### config.mk
export PLATFORM = sky130hd
export DESIGN_NAME = bcd_convert_ctrl
export DESIGN_NICKNAME = d
export VERILOG_FILES = /design/src/rtl/bcd_pkg.sv /design/src/rtl/bcd_add3_digit.sv /design/src/rtl/bcd_convert_ctrl.sv
export SDC_FILE = /design/constraint.sdc
export NUM_CORES = 1
export LEC_CHECK = 0
export ABC_AREA = 1
export CAP_MARGIN = 10
export CORE_ASPECT_RATIO = 0.7
export CORE_MARGIN = 2
export CORE_UTILIZATION = 53
export DETAILED_ROUTE_END_ITERATION = 7
export HOLD_SLACK_MARGIN = 0.15
export PLACE_DENSITY_LB_ADDON = 0.12
export SLEW_MARGIN = 25
export SYNTH_ARGS = -nofsm -noshare
export SYNTH_HDL_FRONTEND = slang
export SYNTH_SLANG_ARGS = --single-unit
export TNS_END_PERCENT = 20
### constraint.sdc
create_clock -name clock -period 1.4 [get_ports clock]
set_input_delay 0.35 -clock clock [delete_from_list [all_inputs] [get_ports clock]]
set_output_delay 0.35 -clock clock [all_outputs]
set_load 0.02 [all_outputs]
### src/rtl/bcd_pkg.sv
// Shared types and constants for the binary-to-BCD converter slice.
package bcd_pkg;

    typedef enum logic [1:0] {
        IDLE  = 2'd0,
        SHIFT = 2'd1,
        DONE  = 2'd2
    } state_t;

    localparam int         BCD_DIGIT_W    = 4;
    localparam logic [3:0] ADD3_THRESHOLD = 4'd5;

    // Smallest digit count d with 10^d > 2^width - 1.
    function automatic int min_digits(input int width);
        longint unsigned max_val;
        longint unsigned pw;
        int              d;
        max_val = (64'd1 << width) - 64'd1;
        pw      = 64'd1;
        d       = 0;
        for (int i = 0; i < 20; i++) begin
            if (pw <= max_val) begin
                pw = pw * 64'd10;
                d  = d + 1;
            end
        end
        return (d < 1) ? 1 : d;
    endfunction

endpackage

### src/rtl/bcd_add3_digit.sv
// One BCD digit correction step: values of five or more get three added before the shift.
module bcd_add3_digit
    import bcd_pkg::*;
(
    input  logic [BCD_DIGIT_W-1:0] din,
    output logic [BCD_DIGIT_W-1:0] dout
);

    always_comb begin
        dout = din;
        if (din >= ADD3_THRESHOLD) begin
            dout = din + 4'd3;
        end
    end

endmodule

### src/rtl/bcd_convert_ctrl.sv
// Sequential shift-add-3 binary-to-BCD converter with valid/ready handshakes.
// Optional macro LEADING_ZERO_BLANK_EN adds a registered blank_n digit mask.
//
// state | meaning
// ------+------------------------------------------------------------
// IDLE  | in_ready high, waiting for in_valid to load a new value
// SHIFT | busy, one correct-and-shift step per cycle, WIDTH steps
// DONE  | out_valid high, out_bcd stable until out_ready
module bcd_convert_ctrl
    import bcd_pkg::*;
#(
    parameter int WIDTH  = 8,
    parameter int DIGITS = 3
) (
    input  logic                          clock,
    input  logic                          resetn,
    input  logic                          in_valid,
    output logic                          in_ready,
    input  logic [WIDTH-1:0]              in_data,
    output logic                          out_valid,
    input  logic                          out_ready,
    output logic [BCD_DIGIT_W*DIGITS-1:0] out_bcd,
`ifdef LEADING_ZERO_BLANK_EN
    output logic [DIGITS-1:0]             blank_n,
`endif
    output logic                          busy
);

    localparam int AW = BCD_DIGIT_W * DIGITS;
    localparam int CW = (WIDTH > 1) ? $clog2(WIDTH) : 1;

    generate
        if (DIGITS < min_digits(WIDTH)) begin : g_digits_check
            $fatal(1, "bcd_convert_ctrl: DIGITS too small to hold 2^WIDTH-1");
        end
    endgenerate

    state_t          state;
    state_t          state_nxt;
    logic [WIDTH-1:0] shreg;
    logic [AW-1:0]    acc;
    logic [AW-1:0]    acc_fix;
    logic [AW-1:0]    acc_nxt;
    logic [CW-1:0]    cnt;

    genvar g;
    generate
        for (g = 0; g < DIGITS; g++) begin : g_add3
            bcd_add3_digit u_add3 (
                .din  (acc[g*BCD_DIGIT_W +: BCD_DIGIT_W]),
                .dout (acc_fix[g*BCD_DIGIT_W +: BCD_DIGIT_W])
            );
        end
    endgenerate

    // Top accumulator bit falls off; the digit-count check makes that bit always zero.
    assign acc_nxt = {acc_fix[AW-2:0], shreg[WIDTH-1]};

    always_ff @(posedge clock or negedge resetn) begin
        if (!resetn) begin
            state <= IDLE;
        end else begin
            state <= state_nxt;
        end
    end

    always_comb begin
        state_nxt = state;
        case (state)
            IDLE:    if (in_valid)    state_nxt = SHIFT;
            SHIFT:   if (cnt == '0)   state_nxt = DONE;
            DONE:    if (out_ready)   state_nxt = IDLE;
            default:                  state_nxt = IDLE;
        endcase
    end

    always_comb begin
        in_ready  = 1'b0;
        out_valid = 1'b0;
        busy      = 1'b0;
        case (state)
            IDLE:    in_ready  = 1'b1;
            SHIFT:   busy      = 1'b1;
            DONE:    out_valid = 1'b1;
            default: in_ready  = 1'b0;
        endcase
    end

`ifdef LEADING_ZERO_BLANK_EN
    logic [DIGITS-1:0] blank_nxt;
    logic              lz_seen;

    always_comb begin
        lz_seen   = 1'b0;
        blank_nxt = '0;
        for (int i = DIGITS - 1; i >= 0; i--) begin
            if (acc_nxt[i*BCD_DIGIT_W +: BCD_DIGIT_W] != 4'd0) begin
                lz_seen = 1'b1;
            end
            blank_nxt[i] = lz_seen || (i == 0);
        end
    end

    always_ff @(posedge clock or negedge resetn) begin
        if (!resetn) begin
            blank_n <= DIGITS'(1);
        end else if (state == SHIFT && cnt == '0) begin
            blank_n <= blank_nxt;
        end
    end
`endif

    always_ff @(posedge clock or negedge resetn) begin
        if (!resetn) begin
            shreg   <= '0;
            acc     <= '0;
            cnt     <= '0;
            out_bcd <= '0;
        end else begin
            case (state)
                IDLE: begin
                    if (in_valid) begin
                        shreg <= in_data;
                        acc   <= '0;
                        cnt   <= CW'(WIDTH - 1);
                    end
                end
                SHIFT: begin
                    acc   <= acc_nxt;
                    shreg <= shreg << 1;
                    if (cnt == '0) begin
                        out_bcd <= acc_nxt;
                    end else begin
                        cnt <= cnt - 1'b1;
                    end
                end
                default: begin
                end
            endcase
        end
    end

endmodule

* After elaboration in Yosys (flattened, before gate mapping)
Index checks and enable logic that the tools add are counted.
** Word-level totals
- Bits in registers :: 37
- Output and inout bits :: 15
** Cells by class
- $add $sub $neg :: 4
- Order comparisons :: 3
- Eq/ne operators :: 6
- Multiplexer cells :: 17
- Reductions and logical operators :: 7
** Operators with widths (count)
- $pmux W12 S2 :: 1
- $pmux W8 S2 :: 1
- $ge A4 B3 Y1 const B :: 3
- $mux W12 :: 1
- $mux W3 :: 3
- $add A4 B2 Y4 const B :: 2
- $mux W4 :: 2
- $mux W8 :: 1
- $ne A2 B2 Y1 const B :: 4
- $mux W2 :: 3
- $pmux W2 S3 :: 1
- $pmux W3 S2 :: 1
- $reduce_and A3 Y1 :: 2
- $reduce_and A2 Y1 :: 2
- $add A3 B2 Y3 const B :: 1
- $logic_not A3 Y1 :: 1
- $mux W1 :: 3
- $sub A3 B1 Y3 const B :: 1
- $eq A2 B1 Y1 const B :: 1
- $eq A2 B2 Y1 const B :: 1
- $logic_not A2 Y1 :: 1
- $reduce_bool A2 Y1 :: 1

* Longest topological paths before layout
- Depth after elaboration :: 3
- Depth in mapped cells :: 8
- Mapped depth without buffers :: 8

* Modules after synthesis
Synthesis repeated with hierarchy kept, for this count alone.
** Second synthesis, totals
- Cell total of the unflattened synthesis :: 254
- Area, all modules :: 1981.9 µm²
** By module, submodules not included
- bcd_convert_ctrl :: times used 1, cells each 185, area an instance 1576.5 µm², seq. area each 925.9 µm²
- bcd_add3_digit :: times used 3, cells each 23, area an instance 135.1 µm², seq. area each 0.0 µm²

* Worst setup path after synthesis
No wires, ideal clock.
- Kind :: reg2reg
- Start :: reg state[1]
- End :: reg acc[6]
- Setup time :: 0.118 ns
- Data arrival time :: 1.357 ns
- Data required time :: 1.282 ns
- Slack :: -0.075 ns
- Stages on the path, launching flop included :: 8
- Path buffers :: 1
- Period minus slack after synthesis :: 1.475 ns
- Cells stage by stage :: dfrtp_1 -> nor2_1 -> nand2_1 -> nand2_1 -> inv_2 -> buf_6 -> nand2_1 -> nand2_1
** Between the ends
- Word-level cells in the longest chain between the ends :: 3
- Elaborated cells between the ends (all ways) :: 6
- Those cells by class :: eq/ne (2); mux (1); reduce/logical (3)
** RTL lines
- start, declared :: line bcd_convert_ctrl.sv:38 : state_t state;
- start signal, assigned :: line bcd_convert_ctrl.sv:63 : state <= state_nxt;
- $eq A2 B1 Y1 or $logic_not A2 Y1 (tied branches) :: line bcd_convert_ctrl.sv:120 : case (state)
- $reduce_bool A2 Y1 (no line) or $ne A2 B2 Y1 (tied branches)
- $reduce_and A2 Y1 (no line)
- end signal, assigned :: line bcd_convert_ctrl.sv:129 : acc <= acc_nxt;
- end, declared :: line bcd_convert_ctrl.sv:41 : logic [AW-1:0] acc;
Several ways; a longest one is shown, not always the timed one.
A chain may end at the register's enable or synchronous reset.

* Final worst setup path
- Start :: reg state[0]
- End :: out busy
** Between the ends
- Word-level cells in the longest chain between the ends :: 2
** RTL lines
- $eq A2 B1 Y1 :: line bcd_convert_ctrl.sv:81 : case (state)
- $mux W1 :: line bcd_convert_ctrl.sv:81
- end, declared :: line bcd_convert_ctrl.sv:26 : output logic busy
No other way between the ends.

==> qor.csv <==
metric,value,unit
power_frac_clock,0.143,
io-pin-count,27,
critical_path.n_buffers_inverters,2,
power.total,5.781,mW
violations,setup timing,
antenna_found_initial,0,
fmax,701.9,MHz
crit_path_cell_trace,inv_2 > nor2_4 > buf_6,
netlist_area,1842,µm²
skew,0.008514,ns
wl_per_cell,12.50,µm
numCtsBuffers,5,
p_sw,2.627,mW
grt_pass1_wl,6755,µm
dr.pass1.iters,4,
rr_worst_depth,7,
setup_viol,1,
rsz0062_at_grt,true,
worst_slew_pin_slew,0.3253,ns
timing.rr.end,out_bcd[11],
reg2reg_from,state[0],
fin_cells,319,
power_leakage,1.275,nW
crit_path_start_kind,flip-flop,
relSlewSlack,0.7831,
nets,291,
clockBufferDepth,2,
cts_root_buf,clkbuf_8,
required,1.05,ns
finalCriticalPeriod,1.425,ns
clkLatencyLatePin,0.29,ns
coreArea,3233,µm²
cellPowerDensity,2456,nW/µm²
wirelength,3986,µm
critPathKind,reg2out,
ys_ff_latch,37,
critical_path.slowest_cell,dfrtp_2,
status,"finished, violations left",
portBuffers,26,
cts.htree.levels,2,
cp_top_family,flip-flops,
combPwrFrac,0.532,
n_antenna_cell,0,
hold_class,in2async,
setup_tns,-0.02479,ns
ys_warn_count,0,
die_h,53.32,µm
detail-route-antenna-nets,0,
finalWorstSetupSlack,-0.02479,ns
drt_iter0_markers,75,
cap_violations,0,
crit_fanout,5,
dieArea,3970,µm²
fill_cells,265,
drive_gt1_frac,0.1434,
final_hold_viol_count,0,
grt_usage,0.2280,
clkSinkCount,37,
period_share,1.018,
die_w,74.46,µm
start_util,0.5697,
syn_to_final_growth,27.79,%
overflow,0,
critical-path-max-stage-delay,0.41,ns
place_congestion,0.8529,
internal_power,3.154,mW
vias,1575,
end_kind,output port,
r2r_slack,0.03,ns
seqPwrFrac,0.325,
viasPerCell,4.937,
clk_pin_slew,0.07,ns
synth_nets,251,
ir_drop,0.001585,V
switching_share,0.4544,
cts_tree,yes,
dp_hpwl,2717,µm
grt_pass1_vias,1517,
postSynthCellCount,231,
rows,17,
avgSynthCellArea,7.973,µm²
cp.arrival,1.07,ns
netlist-cell-type-count,18,
ys_seq_area_frac,0.5027,
drv_slew,0,
grt_max_degree,25,
place_inst,309,
post-route-drc-count,0,
-- logic make-up after synthesis --
group,Yosys count,synth area share
flops,37,0.5027
xor+xnor,1,0.004756
buf+inv,27,0.06318
fa+ha+maj,8,0.05435
compound gates,20,0.05842
simple gates,138,0.3166
-- per-layer routing --
layer / GRT usage / vias up / wire (µm)
met5: 0 / - / 0
met4: 0.06845 / 0 / 40
met3: 0.04571 / 7 / 186
met2: 0.3525 / 31 / 1731
met1: 0.3237 / 718 / 2028
li1: - / 819 / -
-- sequential cells by signal, summed over array words and instances (netlist names) --
signal and cells:
acc 12, out_bcd 12, shreg 8, cnt 3, state 2
-- metrics by stage --
step | area [µm²] | util | hold slack, ns | setup WS (ns)
6_report | 2354 | 0.7279 | 0.4750 | -0.02479
5_1_grt | 2354 | 0.7279 | 0.4951 | -0.06036
3_5_place_dp | 2225 | 0.6881 | 0.2684 | -0.1524
2_1_floorplan | 1844 | - | 0.05441 | 0.05002
4_1_cts | 2308 | 0.7140 | 0.4761 | -0.01282
3_3_place_gp | 2225 | 0.6881 | 0.2670 | -0.1551
-- worst max path at each step --
stage	slack [ns]	end	cells after the start	startpoint
floorplan	0.05	acc[6]	7	state[1]
global placement	-0.16	busy	3	state[0]
detailed placement	-0.15	busy	3	state[0]
CTS	-0.01	busy	3	state[0]
global route	-0.06	out_bcd[7]	6	state[0]
finish	-0.02	busy	3	state[0]
-- repair_timing --
| action | CTS | global route |
|---|---|---|
| hold buffers | 1 | 0 |
| resized for setup | 25 | 16 |
| setup buffers | 0 | 1 |
| setup endpoints to repair | 19 | 28 |
| pin swaps | 0 | 2 |
| endpoints found under the hold margin | 13 | 0 |
-- cells in the final DEF, fill, tap and decap left out, types with 2 or more instances in the layout --
cell,synthesis,final
nand2_1,99,98
dfrtp_1,37,35
nand3_1,23,21
inv_1,19,15
o21ai_0,12,12
dlygate4sd2_1,0,12
clkdlybuf4s50_1,0,10
buf_4,1,10
ha_1,8,8
nor2_1,8,7
clkbuf_8,0,7
inv_2,3,6
nand4_1,6,6
o22ai_1,4,4
o21ai_1,3,2
nand3_2,0,2
buf_12,0,2
dfrtp_2,0,2
-- worst register-to-register path, cell delays in order, from the launching register on --
cell,delay [ns]
dfrtp_2,0.41
inv_2,0.06
nor2_4,0.17
buf_8,0.20
nand3_4,0.12
buf_4,0.17
nand2_1,0.05
o21ai_0,0.07
-- power by group through the flow --
stage	Combinational [mW]	Clock, mW	Sequential (mW)
final	3.08	0.828	1.88
after floorplan	1.92	0	1.99
after global placement	2.97	0	1.87
after detailed placement	3.04	0	1.87
after CTS	2.94	0.840	1.86
after global routing	3.52	0.872	1.94
-- cells in the mapped netlist (all sizes together) --
cell | instances | share of area
dfrtp | 37 | 0.50
ha | 8 | 0.054
nand2 | 99 | 0.20
nor2 | 9 | 0.022
buf | 5 | 0.018
o31ai | 1 | 0.0041
nand4 | 6 | 0.020
nand3 | 24 | 0.072
o22ai | 4 | 0.014
inv | 22 | 0.045
o21ai | 15 | 0.041
xor2 | 1 | 0.0048
-- layout make-up --
class	instances	area, µm²	share of cell area
Timing Repair Buffer	38	361.6	0.1536
Clock inverter	1	5.005	0.002127
Sequential cell	37	928.4	0.3945
Clock buffer	7	96.34	0.04094
Tap cell	47	58.81	0.02499
Multi-Input combinational cell	167	818.3	0.3477
Inverter	22	85.08	0.03615
Note: power is estimated with default switching activity, not from simulation.
